[config.mk]
export PLATFORM = sky130hd
export DESIGN_NAME = sync_fifo_param
export DESIGN_NICKNAME = d
export VERILOG_FILES = /design/src/rtl/sync_fifo_param.sv
export SDC_FILE = /design/constraint.sdc
export NUM_CORES = 1
export LEC_CHECK = 0
export BUFFER_PORTS_ARGS = -buffer_cell sky130_fd_sc_hd__buf_2
export CAP_MARGIN = 20
export CORE_ASPECT_RATIO = 0.8
export CORE_MARGIN = 1.5
export CORE_UTILIZATION = 47
export CTS_CLUSTER_SIZE = 20
export DETAILED_ROUTE_END_ITERATION = 10
export SYNTH_ARGS = -nofsm -noshare
export SYNTH_HDL_FRONTEND = slang
export SYNTH_SLANG_ARGS = --single-unit
[constraint.sdc]
create_clock -name clk -period 5.82 [get_ports clk]
set_input_delay 1.455 -clock clk [delete_from_list [all_inputs] [get_ports clk]]
set_output_delay 1.455 -clock clk [all_outputs]
set_load 0.02 [all_outputs]
[src/rtl/sync_fifo_param.sv]
// Parametrised single-clock FIFO with occupancy count, threshold flags,
// registered overflow/underflow pulses and optional first-word-fall-through read.
module sync_fifo_param #(
  parameter int DATA_W   = 8,
  parameter int DEPTH    = 16,
  parameter int AF_LEVEL = DEPTH - 2,
  parameter int AE_LEVEL = 2,
  parameter int FWFT     = 0
) (
  input  logic                         clk,
  input  logic                         rst,
  input  logic                         wr_en,
  input  logic [DATA_W-1:0]            data_in,
  input  logic                         rd_en,
  output logic [DATA_W-1:0]            data_out,
  output logic                         rd_valid,
  output logic                         f_empty,
  output logic                         f_full,
  output logic                         f_almost_empty,
  output logic                         f_almost_full,
  output logic [$clog2(DEPTH):0]       count,
  output logic                         overflow,
  output logic                         underflow
);

  localparam int CNT_W = $clog2(DEPTH) + 1;
  localparam int PTR_W = $clog2(DEPTH);
  localparam logic [CNT_W-1:0] DEPTH_C = CNT_W'(DEPTH);
  localparam logic [CNT_W-1:0] AF_C    = CNT_W'(AF_LEVEL);
  localparam logic [CNT_W-1:0] AE_C    = CNT_W'(AE_LEVEL);

  logic [DATA_W-1:0] mem_q [DEPTH];
  logic [PTR_W-1:0]  wr_ptr_q, wr_ptr_d;
  logic [PTR_W-1:0]  rd_ptr_q, rd_ptr_d;
  logic [CNT_W-1:0]  count_q, count_d;
  logic              empty_q, empty_d;
  logic              full_q, full_d;
  logic              aempty_q, aempty_d;
  logic              afull_q, afull_d;
  logic              overflow_q, overflow_d;
  logic              underflow_q, underflow_d;
  logic              wr_acc, rd_acc;

  // Acceptance uses the pre-edge flags, so at full a read wins and at empty a write wins.
  assign wr_acc = wr_en & ~full_q & ~rst;
  assign rd_acc = rd_en & ~empty_q & ~rst;

  always_comb begin
    wr_ptr_d    = wr_ptr_q;
    rd_ptr_d    = rd_ptr_q;
    count_d     = count_q;
    overflow_d  = wr_en & full_q;
    underflow_d = rd_en & empty_q;
    if (wr_acc) wr_ptr_d = wr_ptr_q + PTR_W'(1);
    if (rd_acc) rd_ptr_d = rd_ptr_q + PTR_W'(1);
    if (wr_acc && !rd_acc) count_d = count_q + CNT_W'(1);
    else if (rd_acc && !wr_acc) count_d = count_q - CNT_W'(1);
    empty_d  = (count_d == '0);
    full_d   = (count_d == DEPTH_C);
    aempty_d = (count_d <= AE_C);
    afull_d  = (count_d >= AF_C);
  end

  always_ff @(posedge clk) begin
    if (rst) begin
      wr_ptr_q    <= '0;
      rd_ptr_q    <= '0;
      count_q     <= '0;
      empty_q     <= 1'b1;
      full_q      <= 1'b0;
      aempty_q    <= 1'b1;
      afull_q     <= 1'b0;
      overflow_q  <= 1'b0;
      underflow_q <= 1'b0;
    end else begin
      wr_ptr_q    <= wr_ptr_d;
      rd_ptr_q    <= rd_ptr_d;
      count_q     <= count_d;
      empty_q     <= empty_d;
      full_q      <= full_d;
      aempty_q    <= aempty_d;
      afull_q     <= afull_d;
      overflow_q  <= overflow_d;
      underflow_q <= underflow_d;
    end
  end

  // Storage is deliberately left uncleared by reset.
  always_ff @(posedge clk) begin
    if (wr_acc) mem_q[wr_ptr_q] <= data_in;
  end

  generate
    if (FWFT != 0) begin : g_fwft
      assign data_out = empty_q ? '0 : mem_q[rd_ptr_q];
      assign rd_valid = ~empty_q;
    end else begin : g_std
      logic [DATA_W-1:0] dout_q, dout_d;
      logic              rd_valid_q, rd_valid_d;

      always_comb begin
        dout_d     = dout_q;
        rd_valid_d = rd_acc;
        if (rd_acc) dout_d = mem_q[rd_ptr_q];
      end

      always_ff @(posedge clk) begin
        if (rst) begin
          dout_q     <= '0;
          rd_valid_q <= 1'b0;
        end else begin
          dout_q     <= dout_d;
          rd_valid_q <= rd_valid_d;
        end
      end

      assign data_out = dout_q;
      assign rd_valid = rd_valid_q;
    end
  endgenerate

  assign count          = count_q;
  assign f_empty        = empty_q;
  assign f_full         = full_q;
  assign f_almost_empty = aempty_q;
  assign f_almost_full  = afull_q;
  assign overflow       = overflow_q;
  assign underflow      = underflow_q;

endmodule

==> results.toml <==
[critical_path]
r2r_cells = 6
crit_path_start_kind = "input port"
crit_path_end_kind = "register"
cp.arrival_ps = 3190
cp_cell_sequence = "buf_2 -> nor3b_4 -> nand2_1 -> nor3_1 -> buf_2"
critPathSlowestCell = "nor3_1"
r2r_slack_ps = 3440
path_common_cell = "buf_2"
criticalPathCategory = "input port to register"
cp_slowest_stage_delay_ps = 540
reg2reg_to = "data_out[2]"
required_ps = 5940
rr_startpoint = "rd_ptr_q[0]"
path_max_fanout = 29

[floorplanning]
rows = 37
io_pins = 32
die_area_mm2 = 0.0140
fp.dieH_um = 106
fp.dieW_um = 132
fp.coreArea_mm2 = 0.0129
start_util_pct = 48.3

[synthesis]
syn_nets = 379
yosysSeqAreaShare_pct = 70.6
synth_ff_type = "edfxtp_1"
synth-async-reset-ratio_pct = 0
ys_ff_latch = 156
netlist_area_mm2 = 0.00624
synth_cell_types = 48
yosys_warnings = 0
synthCells = 360
avgSynthCellArea_um2 = 17.3
synth_edf_count = 128

[detailed_routing]
num_vias = 3375
initialDrtViolationCount = 424
first_pass_iters = 6
avgRoutedWirePerCell_um = 21.1
viasPerCell = 5.78
remaining_drc_errors = 0
wirelength_mm = 12.3
ant_nets = 0

[min_path]
worstHoldStart = "data_out[7]"
hold_path_class = "register to register"
min_path_cells = 2
hold_path_end = "data_out[7]"

[clock_tree]
clockBufferDepth = 2
post_cts_resized = 0
cts.reportedPaths.clkPinSlew_ps = 60
root_buffer = "clkbuf_16"
numClockSinks = 156
cts_setup_buffers = 0
clkLatencyLatePin_ps = 420
cts_tree = "done"
ctsHtreeMaxLevel = 4
numCtsBuffers = 17
cts_hold_buf = 0

[grt]
grt_use_met3_pct = 4.48
grt_pass1_wl_mm = 18.9
grt_use_met1_pct = 28.9
overflow = 0
antenna_found_initial = 0
grt_pass1_vias = 3169
grt_max_degree = 36
grtUsageMet2_pct = 26.3
grt_use_total_pct = 18.9
top_usage_layer = "met1"

[final_layout]
final_common_cell = "edfxtp_1"
diodes = 0
fillers = 1002
final_cell_mix = "edfxtp_1, nor2_1, buf_2"
syn_to_final_growth_pct = 13.9
finalNetCount = 415
layout-drive-gt1-share_pct = 22.0

[power]
total_power_mw = 2.59
p_leak_nw = 2.39
max-vdd-ir-drop_uv = 268
power_density_mw_per_mm2 = 364

[place]
io_buffers = 31
routabilityCongestion = 0.774
dp_hpwl_mm = 7.97
dp_slack_ps = 2000

[timing]
maxSlewViolCount = 0
slew_headroom_pct = 38.6
max_clock_freq_mhz = 325
setup_viol = 0
period_needed_ps = 3080
hold_violations = 0
min_period_over_period_pct = 52.8
worstMarginPinSlew_ps = 917
rsz0062_at_grt = "no"
skew_ps = 7.05
finalSetupTns_ps = 0
setup_slack_ps = 2740

[outcome]
status = "finished, final reports clean"

[job]
drv_cap = 0
-- power by group --
group / switching (mW) / internal (mW)
registers: 0.0217 / 1.23
logic: 0.144 / 0.101
clock network: 0.450 / 0.640
total: 0.616 / 1.97
-- worst max-delay path by stage --
stage | startpoint | to | slack, ps | cells after the start
CTS | rst | mem_q[3][2] | 2440 | 4
detailed placement | rst | mem_q[3][5] | 2000 | 4
global route | rst | mem_q[3][6] | 2630 | 5
finish | rst | mem_q[3][5] | 2740 | 5
floorplan | rst | mem_q[3][0] | 2800 | 4
global placement | rst | mem_q[2][4] | 2230 | 4
-- layout make-up --
cell class	instances	area, um^2	share of cell area (%)
tap	175	219	3.08
clock inverter	15	165	2.32
timing repair buffer	37	195	2.75
clock buffer	17	425	5.99
multi-input combinational	179	1680	23.6
inverter	5	18.8	0.264
sequential	156	4410	62.0
-- routing by layer --
metal | up-vias | routed length (um)
met3 | 15 | 872
li1 | 1511 | -
met2 | 129 | 5480
met5 | - | 0
met1 | 1720 | 5800
met4 | 0 | 180
-- sequential cells by signal, indices dropped and copies added (netlist names) --
register and flops:
rd_ptr_q 4, overflow 1, mem_q 128, count 5, data_out 8, f_almost_empty 1, underflow 1, f_empty 1
wr_ptr_q 4, f_full 1, f_almost_full 1, rd_valid 1
-- Yosys cell counts (all sizes together), types with 3 or more instances --
cell,n,area (um^2)
xor2,5,43.8
edfxtp,128,3840
a21oi,19,95.1
nor2,35,131
nor2b,4,25.0
nand2,14,52.6
clkbuf,5,22.5
and3,3,18.8
inv,5,18.8
a22oi,16,120
nand3,3,15.0
mux4,32,773
nand2b,4,25.0
nor3,6,35.0
dfxtp,28,561
ha,7,87.6
nand4,3,18.8
buf,13,97.6
-- logic make-up after synthesis --
group                    after synthesis  share of synthesized area [%]
flip-flops                           156                           70.6
AND/OR/NAND/NOR                       85                           6.98
AO/OA/AOI/OAI                         47                           4.97
multiplexers                          33                           12.6
buffers and inverters                 25                           2.55
XOR/XNOR                               7                          0.982
adder cells (fa/ha/maj)                7                           1.40
-- stage by stage --
stage	utilization (%)	hold WS (ps)	cells	cell area, um^2
detailed placement	50.3	473	548	6490
global route	55.0	530	584	7110
global placement	50.3	465	548	6490
floorplan	-	481	360	6240
finish	55.0	483	584	7110
CTS	54.8	489	580	7080
-- worst max-delay path: cells and delay by family --
kind / cells / cell delay, ps
buf+inv: 2 / 570
simple gates: 3 / 1160
Power figures use the tool's default switching activity.
